**config.mk**
```make
export PLATFORM = sky130hd
export DESIGN_NAME = uart_tx_arbiter_flat
export DESIGN_NICKNAME = d
export VERILOG_FILES = /design/src/rtl/uart_tx_arbiter_if.sv /design/src/rtl/uart_tx_arbiter.sv /design/src/flat_wrapper.sv
export SDC_FILE = /design/constraint.sdc
export NUM_CORES = 1
export LEC_CHECK = 0
export CORE_MARGIN = 5
export CORE_UTILIZATION = 27
export CTS_CLUSTER_DIAMETER = 200
export CTS_CLUSTER_SIZE = 24
export DETAILED_ROUTE_END_ITERATION = 7
export REMOVE_ABC_BUFFERS = 1
export SLEW_MARGIN = 40
export SYNTH_ARGS = -nofsm -noshare
export SYNTH_HDL_FRONTEND = slang
export SYNTH_SLANG_ARGS = --single-unit
```
**constraint.sdc**
```tcl
create_clock -name clk_100M -period 2 [get_ports clk_100M]
set_input_delay 0.2 -clock clk_100M [delete_from_list [all_inputs] [get_ports clk_100M]]
set_output_delay 0.2 -clock clk_100M [all_outputs]
set_load 0.05 [all_outputs]
```
**src/rtl/uart_tx_arbiter_if.sv**
```systemverilog
// Requester byte streams plus the uart_basic start/busy handshake, bundled for uart_tx_arbiter.
interface uart_tx_arbiter_if #(
    parameter int NUM_REQ = 2
);
    logic [NUM_REQ-1:0]   req_valid;
    logic [8*NUM_REQ-1:0] req_data;
    logic [NUM_REQ-1:0]   req_last;
    logic [NUM_REQ-1:0]   req_ready;
    logic [NUM_REQ-1:0]   grant;
    logic                 tx_start;
    logic [7:0]           tx_data;
    logic                 tx_busy;
    logic                 abort;

    modport slave (
        input  req_valid, req_data, req_last, tx_busy,
        output req_ready, grant, tx_start, tx_data, abort
    );

    modport master (
        output req_valid, req_data, req_last, tx_busy,
        input  req_ready, grant, tx_start, tx_data, abort
    );
endinterface

```
**src/rtl/uart_tx_arbiter.sv**
```systemverilog
// Packet-locked round-robin arbiter feeding one uart_basic transmitter from NUM_REQ byte streams,
// with a stall timeout that revokes the lock of an owner that stops supplying bytes.
module uart_tx_arbiter #(
    parameter int NUM_REQ       = 2,
    parameter int STALL_TIMEOUT = 1_000_000
) (
    input  logic             clk_100M,
    input  logic             reset,
    uart_tx_arbiter_if.slave bus
);
    localparam int IDX_W = $clog2(NUM_REQ);
    localparam int CNT_W = $clog2(STALL_TIMEOUT);
    localparam logic [CNT_W-1:0] CNT_MAX  = CNT_W'(STALL_TIMEOUT - 1);
    localparam logic [IDX_W-1:0] LAST_RST = IDX_W'(NUM_REQ - 1);

    typedef enum logic [2:0] {
        IDLE    = 3'd0,
        HOLD    = 3'd1,
        START   = 3'd2,
        WAIT_HI = 3'd3,
        WAIT_LO = 3'd4
    } state_t;

    state_t             state_q, state_d;
    logic [NUM_REQ-1:0] grant_q, grant_d;
    logic [IDX_W-1:0]   owner_q, owner_d;
    logic [IDX_W-1:0]   last_grant_q, last_grant_d;
    logic               tx_start_q, tx_start_d;
    logic               abort_q, abort_d;
    logic               last_q, last_d;
    logic [7:0]         tx_data_q, tx_data_d;
    logic [CNT_W-1:0]   stall_cnt_q, stall_cnt_d;

    logic               own_valid_s;
    logic               own_last_s;
    logic [7:0]         own_data_s;
    logic [NUM_REQ-1:0] hi_mask_s;
    logic [IDX_W-1:0]   rr_idx_s;

    function automatic logic [IDX_W-1:0] lowest_idx(input logic [NUM_REQ-1:0] m);
        logic [IDX_W-1:0] idx;
        idx = '0;
        for (int i = NUM_REQ - 1; i >= 0; i--) begin
            idx = m[i] ? IDX_W'(i) : idx;
        end
        return idx;
    endfunction

    // Owner's byte lane, selected by the one-hot lock so no index decode is needed.
    always_comb begin
        own_valid_s = 1'b0;
        own_last_s  = 1'b0;
        own_data_s  = 8'h00;
        for (int i = 0; i < NUM_REQ; i++) begin
            own_valid_s = own_valid_s | (grant_q[i] & bus.req_valid[i]);
            own_last_s  = own_last_s  | (grant_q[i] & bus.req_last[i]);
            own_data_s  = own_data_s  | ({8{grant_q[i]}} & bus.req_data[8*i +: 8]);
        end
    end

    // Round-robin pick: lowest valid index above last_grant, else wrap to the lowest valid index.
    always_comb begin
        hi_mask_s = '0;
        for (int i = 0; i < NUM_REQ; i++) begin
            hi_mask_s[i] = bus.req_valid[i] & (IDX_W'(i) > last_grant_q);
        end
        rr_idx_s = (|hi_mask_s) ? lowest_idx(hi_mask_s) : lowest_idx(bus.req_valid);
    end

    // Next-state and next-output computation for the lock/transmit FSM.
    always_comb begin
        state_d      = state_q;
        grant_d      = grant_q;
        owner_d      = owner_q;
        last_grant_d = last_grant_q;
        tx_start_d   = 1'b0;
        abort_d      = 1'b0;
        last_d       = last_q;
        tx_data_d    = tx_data_q;
        stall_cnt_d  = stall_cnt_q;
        case (state_q)
            IDLE: begin
                if (|bus.req_valid) begin
                    owner_d     = rr_idx_s;
                    grant_d     = {{(NUM_REQ-1){1'b0}}, 1'b1} << rr_idx_s;
                    stall_cnt_d = '0;
                    state_d     = HOLD;
                end else begin
                    grant_d = '0;
                end
            end
            HOLD: begin
                if (own_valid_s) begin
                    tx_data_d   = own_data_s;
                    last_d      = own_last_s;
                    stall_cnt_d = '0;
                    tx_start_d  = 1'b1;
                    state_d     = START;
                end else if (stall_cnt_q == CNT_MAX) begin
                    abort_d      = 1'b1;
                    last_grant_d = owner_q;
                    grant_d      = '0;
                    stall_cnt_d  = '0;
                    state_d      = IDLE;
                end else begin
                    stall_cnt_d = stall_cnt_q + CNT_W'(1);
                end
            end
            START: begin
                state_d = WAIT_HI;
            end
            WAIT_HI: begin
                if (bus.tx_busy) begin
                    state_d = WAIT_LO;
                end else begin
                    state_d = WAIT_HI;
                end
            end
            WAIT_LO: begin
                if (!bus.tx_busy) begin
                    if (last_q) begin
                        last_grant_d = owner_q;
                        grant_d      = '0;
                        state_d      = IDLE;
                    end else begin
                        state_d = HOLD;
                    end
                end else begin
                    state_d = WAIT_LO;
                end
            end
            default: begin
                grant_d = '0;
                state_d = IDLE;
            end
        endcase
    end

    // State and output registers; reset drops any lock immediately.
    always_ff @(posedge clk_100M) begin
        if (reset) begin
            state_q      <= IDLE;
            grant_q      <= '0;
            owner_q      <= '0;
            last_grant_q <= LAST_RST;
            tx_start_q   <= 1'b0;
            abort_q      <= 1'b0;
            last_q       <= 1'b0;
            tx_data_q    <= 8'h00;
            stall_cnt_q  <= '0;
        end else begin
            state_q      <= state_d;
            grant_q      <= grant_d;
            owner_q      <= owner_d;
            last_grant_q <= last_grant_d;
            tx_start_q   <= tx_start_d;
            abort_q      <= abort_d;
            last_q       <= last_d;
            tx_data_q    <= tx_data_d;
            stall_cnt_q  <= stall_cnt_d;
        end
    end

    assign bus.req_ready = (state_q == HOLD) ? grant_q : '0;
    assign bus.grant     = grant_q;
    assign bus.tx_start  = tx_start_q;
    assign bus.tx_data   = tx_data_q;
    assign bus.abort     = abort_q;
endmodule

```
**src/flat_wrapper.sv**
```systemverilog
// flat-port wrapper written by rule: the top's interface ports become plain ports
module uart_tx_arbiter_flat 
#(
    parameter int NUM_REQ       = 2,
    parameter int STALL_TIMEOUT = 1_000_000
)
  (clk_100M, reset, bus_req_valid, bus_req_data, bus_req_last, bus_tx_busy, bus_req_ready, bus_grant, bus_tx_start, bus_tx_data, bus_abort);
  uart_tx_arbiter_if #(.NUM_REQ(NUM_REQ)) bus_i ();
  input  logic clk_100M;
  input  logic reset;
  input wire logic [$bits(bus_i.req_valid)-1:0] bus_req_valid;
  input wire logic [$bits(bus_i.req_data)-1:0] bus_req_data;
  input wire logic [$bits(bus_i.req_last)-1:0] bus_req_last;
  input wire logic [$bits(bus_i.tx_busy)-1:0] bus_tx_busy;
  output wire logic [$bits(bus_i.req_ready)-1:0] bus_req_ready;
  output wire logic [$bits(bus_i.grant)-1:0] bus_grant;
  output wire logic [$bits(bus_i.tx_start)-1:0] bus_tx_start;
  output wire logic [$bits(bus_i.tx_data)-1:0] bus_tx_data;
  output wire logic [$bits(bus_i.abort)-1:0] bus_abort;
  assign bus_i.req_valid = bus_req_valid;
  assign bus_i.req_data = bus_req_data;
  assign bus_i.req_last = bus_req_last;
  assign bus_i.tx_busy = bus_tx_busy;
  assign bus_req_ready = bus_i.req_ready;
  assign bus_grant = bus_i.grant;
  assign bus_tx_start = bus_i.tx_start;
  assign bus_tx_data = bus_i.tx_data;
  assign bus_abort = bus_i.abort;
  uart_tx_arbiter #(.NUM_REQ(NUM_REQ), .STALL_TIMEOUT(STALL_TIMEOUT)) u_core (.clk_100M(clk_100M), .reset(reset), .bus(bus_i));
endmodule
```
# Word level (Yosys, flattened, before mapping)
# Index checks and enable logic that the tools add are counted.
# word_totals
reg_bits	38
input_bits	23
out_inout_bits	14
elab_cells	81
# classes
n_addsub	1
n_lt_le_gt_ge	2
eq_ne	11
n_shift	1
muxes	30
bitwise	13
n_reduce_logical	14
# op_table
operator	n
2-to-1 mux 20 bit	3
case mux 20 bit (2 select lines)	1
adder 20 x 1 -> 20 bit, second input constant	1
equality test 20 bit, second input constant	1
bitwise AND 8 bit	2
2-to-1 mux 3 bit	5
case mux 3 bit (5 select lines)	1
2-to-1 mux 1 bit	12
2-to-1 mux 2 bit	6
AND reduction 5 bit	2
bitwise OR 8 bit	1
case mux 2 bit (4 select lines)	1
AND reduction 2 bit	4
OR reduction 2 bit	4
bitwise AND 1 bit	6
equality test 3 x 2 -> 1 bit, second input constant	2
!= test 2 x 1 -> 1 bit, second input constant	3
!= test 2 bit, second input constant	2
nonzero test 2 bit	2
equality test 3 x 1 -> 1 bit, second input constant	1
equality test 3 bit, second input constant	1
logical NOT 3 bit	1
!= test 3 x 1 -> 1 bit, second input constant	1
OR reduction 3 bit	1
5 further kinds	8

# Depth between registers and ports, before layout
# Gate-level depths: netlist of the first run.
# logic_depth
depth_word	8
ltp_mapped	8
depth_no_buf	6

# Worst setup path after synthesis of the first run
# OpenSTA, ideal clock, no wires.
# synth_timing
path_kind	register to register
startpoint	register u_core.stall_cnt_q[0]
endpoint	register u_core.stall_cnt_q[18]
setup_time_ns	0.074
arrival_time_ns	1.679
required_ns	1.926
slack_ns	0.247
path_stages_with_launch	9
path_buffers	2
period_less_slack_ns	1.753
path_cell_list	dfxtp_1 > ha_1 > and3_1 > and3_1 > buf_6 > a211oi_4 > buf_6 > a41oi_1 > a31oi_1
# synth_between
elab_chain_len	4
word_cells_on_any_way	5
cone_classes	add/sub (1); eq/ne (1); mux (3)
# synth_rtl
item	line	text
start, declared	uart_tx_arbiter.sv:32	logic [CNT_W-1:0] stall_cnt_q, stall_cnt_d;
start signal, assigned	uart_tx_arbiter.sv:160	stall_cnt_q <= stall_cnt_d;
adder 20 x 1 -> 20 bit / equality test 20 bit (equally long branches)	uart_tx_arbiter.sv:106, uart_tx_arbiter.sv:99	
2-to-1 mux 20 bit *	uart_tx_arbiter.sv:99	end else if (stall_cnt_q == CNT_MAX) begin
2-to-1 mux 20 bit *	uart_tx_arbiter.sv:93	if (own_valid_s) begin
case mux 20 bit (2 select lines) *	uart_tx_arbiter.sv:81	case (state_q)
# Mark *: on every way between the ends. The rest lies on a longest branch, timed or not.
# A chain may end at the register's enable or synchronous reset.

# Worst setup path in the final report of the first run
# layout_timing
startpoint	register u_core.stall_cnt_q[0]
endpoint	register u_core.state_q[0]
# layout_between
elab_chain_len	3
# layout_rtl
item	line	text
equality test 20 bit	uart_tx_arbiter.sv:99	
!= test 3 x 1 -> 1 bit (no line)	n/a	
AND reduction 2 bit (no line)	n/a	
end signal, assigned	uart_tx_arbiter.sv:152	state_q <= state_d;
end, declared	uart_tx_arbiter.sv:24	state_t state_q, state_d;
# No other way between the ends.

==> impl_metrics.py, run 1 <==
metrics = {
    "cts": {
        "cts_tree": "done",
        "clk_latency_ps": 290,
        "cts-root-buf": "clkbuf_8",
        "clk_path_buf_depth": 2,
        "clkTransAtPathRegs_ps": 80,
        "postCtsHoldBufs": 0,
        "cts_setup_buffers": 0,
        "cts-buffers-inserted": 5,
        "cts_htree_levels": 2,
        "cts_sinks": 38,
        "cts_resized": 0,
    },
    "detailed_routing": {
        "routed_wl_um": 4690,
        "via_per_inst": 4.876,
        "drt.antenna.violating_nets": 0,
        "drt-initial-drc-count": 95,
        "firstDrtPassIters": 4,
        "drc": 0,
        "avgRoutedWirePerCell_um": 12.41,
        "vias": 1843,
    },
    "worst_setup_path": {
        "r2r-end": "u_core.state_q[0]$_SDFFE_PP0P_",
        "ff2ff_setup_slack_ps": 150,
        "cp.arrival_ps": 2060,
        "required_ps": 2200,
        "worst-path-max-fanout": 5,
        "reg2reg_from": "u_core.stall_cnt_q[0]$_SDFFE_PP0P_",
        "critPathKind": "flip-flop to flip-flop",
        "endpoint_kind": "flip-flop",
        "critPathLaunchType": "flip-flop",
        "reg2reg_depth": 7,
    },
    "synth": {
        "synth.top_cell.area_share": 0.3900,
        "syn_avg_cell_area_um2": 8.372,
        "post-synth-top-area-cell": "dfxtp_1",
        "ys_seq_elements": 38,
        "synth.distinct_cells": 49,
        "syn-cell-area_um2": 1951,
        "synth.area.top_cells": "dfxtp_1, nor2_1, a211oi_1",
        "synthCells": 233,
        "yosysSeqAreaShare": 0.3900,
        "ys.warnings.count": 0,
    },
    "placed_design": {
        "routabilityCongestion": 0.8076,
        "port_buffers": 36,
        "hpwl_um": 3565,
        "post_dp_cell_area_um2": 2505,
    },
    "sta": {
        "finalHoldViolCount": 0,
        "setup_tns_ps": 0,
        "max_freq_mhz": 539.8,
        "setup_viol": 0,
        "slew_viol_final": 0,
        "timing.final.crit_share": 0.9262,
        "skew_ps": 7.072,
        "max_slew_margin": 0.6495,
        "period_minus_slack_ps": 1852,
        "tightest_slew_ps": 524.1,
        "rsz0062_at_grt": "no",
    },
    "pwr": {
        "power_uw": 1629,
        "p_switching_uw": 467.5,
        "internal_power_uw": 1162,
        "powerDensity_nw_per_um2": 630.2,
        "power_frac_comb": 0.196,
        "vdd_ir_drop_max_uv": 263.5,
        "seqPwrFrac": 0.489,
        "leakage_uw": 0.0008626,
        "clock_power_share": 0.315,
        "switching_share": 0.2870,
    },
    "grt": {
        "grtUsageTotal": 0.1126,
        "grt_remaining_overflow": 0,
        "grt_max_degree": 22,
        "antenna_found_initial": 0,
        "grt_pass1_vias": 1764,
        "grt_first_pass_wirelength_um": 8190,
    },
    "run": {
        "maxCapViolCount": 0,
    },
    "cells_and_area": {
        "area_growth_pct": 32.52,
        "fin_nets": 303,
        "diodes": 0,
        "finalInstanceArea_um2": 2585,
        "drive_gt1_frac": 0.1326,
    },
    "hold_path": {
        "worstHoldPathCells": 2,
        "min_path_type": "flip-flop to flip-flop",
        "hp-start": "u_core.owner_q$_SDFFE_PP0P_",
        "whs_endpoint": "u_core.owner_q$_SDFFE_PP0P_",
    },
    "floorplan": {
        "core_um2": 7137,
        "dieArea_um2": 9024,
        "start_util": 0.2733,
        "die_w_um": 95.00,
        "ios": 37,
        "dieHeight_um": 95.00,
        "row_count": 31,
    },
    "status": {
        "run_status": "complete, no violations",
    },
}
==> state kept, by name (all words and copies together), names as in the netlist <==
signal               count
u_core.bus.abort         1
u_core.bus.grant         2
u_core.bus.tx_data       8
u_core.bus.tx_start      1
u_core.last_grant_q      1
u_core.last_q            1
u_core.owner_q           1
u_core.stall_cnt_q      20
u_core.state_q           3
==> area by class of cell <==
class,instances,area [µm²]
fillers,759,4552
multi-input cells,177,1090
flip-flops and latches,38,760.7
repair buffers,53,515.5
well taps,99,123.9
clock buffers,6,72.57
inverters,4,15.01
clock inverters,1,7.507
==> critical path, stage by stage (launching register included) <==
cell      delay (ps)
dfxtp_1          310
ha_1             220
and3_1           200
and3_1           270
buf_4            180
a21oi_2          270
a221oi_1          90
a211oi_1         230
==> synthesized netlist by cell type (all sizes together) <==
library cell,number
a22o,2
nand4,6
and4,2
or2,3
ha,1
dfxtp,38
buf,8
a21oi,13
a31oi,10
o22ai,1
a221oi,1
xnor2,2
a22oi,11
o21bai,1
clkbuf,6
nor4bb,2
inv,4
a41oi,2
mux2i,3
nand2,17
nor3b,1
o21ai,10
nand3,14
nand2b,4
a21o,1
xor2,4
nor2,31
nand3b,1
nor3,8
or3b,1
and3b,1
a211oi,11
nor4,4
o2bb2ai,1
and2,5
and3,3
==> worst max-delay path by stage <==
stage                                           to                          startpoint  cells past startpoint
2_1_floorplan  u_core.stall_cnt_q[18]$_SDFFE_PP0P_    u_core.bus.grant[0]$_SDFFE_PP0P_                      5
3_3_place_gp        u_core.state_q[0]$_SDFFE_PP0P_                    bus_req_valid[1]                      7
3_5_place_dp        u_core.state_q[0]$_SDFFE_PP0P_                    bus_req_valid[1]                      7
4_1_cts             u_core.state_q[0]$_SDFFE_PP0P_  u_core.stall_cnt_q[1]$_SDFFE_PP0P_                      7
5_1_grt             u_core.state_q[0]$_SDFFE_PP0P_  u_core.stall_cnt_q[0]$_SDFFE_PP0P_                      7
6_report            u_core.state_q[0]$_SDFFE_PP0P_  u_core.stall_cnt_q[0]$_SDFFE_PP0P_                      7
==> kinds of logic after synthesis <==
logic type | Yosys count | share of synthesized area
muxes | 3 | 0.01540
xor gates and xnor gates | 6 | 0.02694
AOI/OAI and AO/OA | 64 | 0.2264
buffers and inverters | 18 | 0.05131
adders and majority gates | 1 | 0.006413
DFF | 38 | 0.3900
and+or+nand+nor | 103 | 0.2835
==> power by group through the flow <==
stage | Clock (µW) | Combinational [µW] | Sequential (µW)
floorplan | 0 | 120 | 861
global placement | 0 | 319 | 815
detailed placement | 0 | 322 | 815
CTS | 529 | 323 | 797
global route | 559 | 351 | 800
finish | 512 | 319 | 797
==> per-stage QoR <==
| step | instances | hold WS [ps] | utilization | worst slack (ps) |
|---|---|---|---|---|
| 3_5_place_dp | 371 | 454.7 | 0.3510 | 107.4 |
| 4_1_cts | 378 | 466.6 | 0.3622 | 143.4 |
| 3_3_place_gp | 371 | 445.7 | 0.3510 | 217.3 |
| 2_1_floorplan | 219 | 269.1 | - | 16.96 |
| 6_report | 378 | 460.9 | 0.3622 | 147.6 |
| 5_1_grt | 378 | 492.9 | 0.3622 | 31.93 |
==> cells in the final DEF (no fill, tap or decap), types with 2 or more instances in the layout <==
master	n
o21ai_0	6
and2_1	5
dfxtp_1	38
xnor2_1	2
buf_4	18
a41oi_1	2
nor4bb_1	2
nand2_1	17
and3_1	3
or2_1	2
o21ai_1	4
xor2_1	4
a21oi_1	12
nand3_1	14
mux2i_1	3
buf_12	3
nor2_1	30
a31oi_1	10
nand4_1	6
clkdlybuf4s50_1	32
a211oi_1	10
a22o_1	2
nand2b_1	4
nor4_1	2
a22oi_1	10
inv_1	4
clkbuf_8	5
nor3_1	7
==> metal layers <==
| metal | track usage | part of all wire |
|---|---|---|
| met1 | 0.1420 | 0.47 |
| met4 | 0.03486 | 0.013 |
| met3 | 0.04542 | 0.091 |
| met5 | 0 | 0 |
| met2 | 0.1756 | 0.43 |
(Power assumes the default switching activity.)
==> inputs of run 2 (changes only) <==
--- a/config.mk
+++ b/config.mk
@@ -10,6 +10,7 @@
 export CTS_CLUSTER_DIAMETER = 200
 export CTS_CLUSTER_SIZE = 24
 export DETAILED_ROUTE_END_ITERATION = 7
+export HOLD_SLACK_MARGIN = 0.1
 export REMOVE_ABC_BUFFERS = 1
 export SLEW_MARGIN = 40
 export SYNTH_ARGS = -nofsm -noshare
==> results of run 2 <==
No change in the layout: final DEF, timing and power equal those of run 1.
==> inputs of run 3 (changes only) <==
--- a/config.mk
+++ b/config.mk
@@ -11,6 +11,7 @@
 export CTS_CLUSTER_SIZE = 24
 export DETAILED_ROUTE_END_ITERATION = 7
 export HOLD_SLACK_MARGIN = 0.1
+export MAX_ROUTING_LAYER = met4
 export REMOVE_ABC_BUFFERS = 1
 export SLEW_MARGIN = 40
 export SYNTH_ARGS = -nofsm -noshare
==> run 3 against run 2 <==
  * Die area unchanged
  * Flip-flop and latch count unchanged
  * Worst hold slack is essentially flat
  * Critical endpoint unchanged
  * Largest cell class unchanged
  * Highest routed layer unchanged
==> impl_metrics.py, run 3 (synthesized netlist as in run 1, its figures left out) <==
metrics = {
    "cts": {
        "cts_resized": 0,
        "clk_path_buf_depth": 2,
        "cts-buffers-inserted": 5,
        "clk_latency_ps": 290,
        "cts_sinks": 38,
        "cts-root-buf": "clkbuf_8",
        "cts_setup_buffers": 0,
        "postCtsHoldBufs": 0,
        "cts_htree_levels": 2,
        "clkTransAtPathRegs_ps": 70,
        "cts_tree": "done",
    },
    "worst_setup_path": {
        "cp_top_family": "compound AO/OA/AOI/OAI gates",
        "slowest_stage": "dfxtp_1",
        "worst-path-max-fanout": 5,
        "reg2reg_depth": 7,
        "cp_common_cell": "and3_1",
        "crit_chain": "ha_1 > and3_1 > and3_1 > buf_4 > a21oi_2 > a221oi_1 > a211oi_1",
        "cp_num_cells": 7,
        "critical_path_buf_inv_count": 1,
        "critPathLaunchType": "flip-flop",
        "endpoint_kind": "flip-flop",
        "critPathKind": "flip-flop to flip-flop",
        "required_ps": 2200,
        "max_stage_delay_ps": 310,
        "cp.arrival_ps": 2050,
    },
    "grt": {
        "antenna_found_initial": 0,
        "grtUsageTotal": 0.1158,
        "grt_max_degree": 22,
        "grt_first_pass_wirelength_um": 8183,
        "grt_pass1_vias": 1764,
        "grt_remaining_overflow": 0,
    },
    "cells_and_area": {
        "fin_nets": 303,
        "diodes": 0,
        "multi_input_area_um2": 1090,
        "fill_cells": 759,
        "fin_util": 0.3622,
        "top_register": "u_core.stall_cnt_q",
        "final_cell_mix": "dfxtp_1, clkdlybuf4s50_1, nor2_1",
        "seqCellArea_um2": 760.7,
        "final_common_cell": "dfxtp_1",
        "drive_gt1_frac": 0.1326,
        "area_growth_pct": 32.52,
        "largest_reg_flops": 20,
    },
    "sta": {
        "slew_viol_final": 0,
        "timing.final.crit_share": 0.9249,
        "skew_ps": 7.223,
        "layout_setup_ws_ps": 150.2,
        "setup_viol": 0,
        "tightest_slew_ps": 526.4,
        "period_minus_slack_ps": 1850,
        "rsz0062_at_grt": "no",
        "max_slew_margin": 0.6480,
        "max_freq_mhz": 540.6,
        "finalHoldViolCount": 0,
        "setup_tns_ps": 0,
    },
    "detailed_routing": {
        "avgRoutedWirePerCell_um": 12.38,
        "drt-initial-drc-count": 116,
        "via_per_inst": 4.918,
        "drt.antenna.violating_nets": 0,
        "routed_wl_um": 4681,
        "firstDrtPassIters": 4,
        "drc": 0,
        "vias": 1859,
    },
    "pwr": {
        "powerDensity_nw_per_um2": 630.0,
        "leakage_uw": 0.0008626,
        "vdd_ir_drop_max_uv": 263.1,
    },
    "floorplan": {
        "start_util": 0.2733,
        "die_w_um": 95.00,
        "core_um2": 7137,
        "ios": 37,
        "row_count": 31,
        "dieHeight_um": 95.00,
        "dieArea_um2": 9024,
    },
    "status": {
        "run_status": "complete, no violations",
    },
    "placed_design": {
        "routabilityCongestion": 0.8194,
        "dp_slack_ps": 107.4,
        "port_buffers": 36,
        "hpwl_um": 3565,
    },
    "run": {
        "maxCapViolCount": 0,
    },
    "hold_path": {
        "worstHoldPathCells": 2,
        "min_path_type": "flip-flop to flip-flop",
    },
}
==> run 3: cell counts in the layout (fill, tap and decap cells not counted) <==
Identical to the previous run, type by type.
==> run 3: cell type report <==
cell class              instances  area share
clock buffers                   6     0.02807
flip-flops and latches         38      0.2943
repair buffers                 53      0.1994
clock inverters                 1    0.002904
multi-input cells             177      0.4216
well taps                      99     0.04792
inverters                       4    0.005808
==> run 3: per-layer routing <==
layer,routed length (µm),track usage,up-vias,part of all wire
li1,-,-,947,-
met5,0,-,-,0
met1,2217,0.1483,844,0.47
met3,366,0.03506,8,0.078
met4,61,0.03486,0,0.013
met2,2036,0.1756,60,0.43
==> run 3: worst register-to-register path, delay by kind of cell, from the launching register on <==
| kind | cells | cell delay, ps |
|---|---|---|
| AO/OA/AOI/OAI | 3 | 580 |
| AND/OR/NAND/NOR | 2 | 470 |
| flip-flops | 1 | 310 |
| adder cells (fa/ha/maj) | 1 | 230 |
| buffers and inverters | 1 | 180 |
==> run 3: report_power, final <==
part / internal, µW / total (µW) / leakage (µW) / switching (µW)
clock: 239 / 511 / 0.0000373 / 272
combinational: 144 / 320 / 0.000518 / 175
sequential: 778 / 797 / 0.000308 / 19.5
==> run 3: stage by stage <==
stage	cells	hold WS, ps	instance area, µm²	power (µW)
2_1_floorplan	219	269.1	1866	980.4
3_3_place_gp	371	445.7	2505	1134
3_5_place_dp	371	454.7	2505	1137
4_1_cts	378	466.6	2585	1649
5_1_grt	378	492.9	2585	1710
6_report	378	460.9	2585	1628
==> run 3: final timing paths <==
kind | startpoint | end | slack, ps
max reg2reg | u_core.stall_cnt_q[0]$_SDFFE_PP0P_ | u_core.state_q[0]$_SDFFE_PP0P_ | 150
min | u_core.owner_q$_SDFFE_PP0P_ | u_core.owner_q$_SDFFE_PP0P_ | 460
max | u_core.stall_cnt_q[0]$_SDFFE_PP0P_ | u_core.state_q[0]$_SDFFE_PP0P_ | 150
min reg2reg | u_core.owner_q$_SDFFE_PP0P_ | u_core.owner_q$_SDFFE_PP0P_ | 460
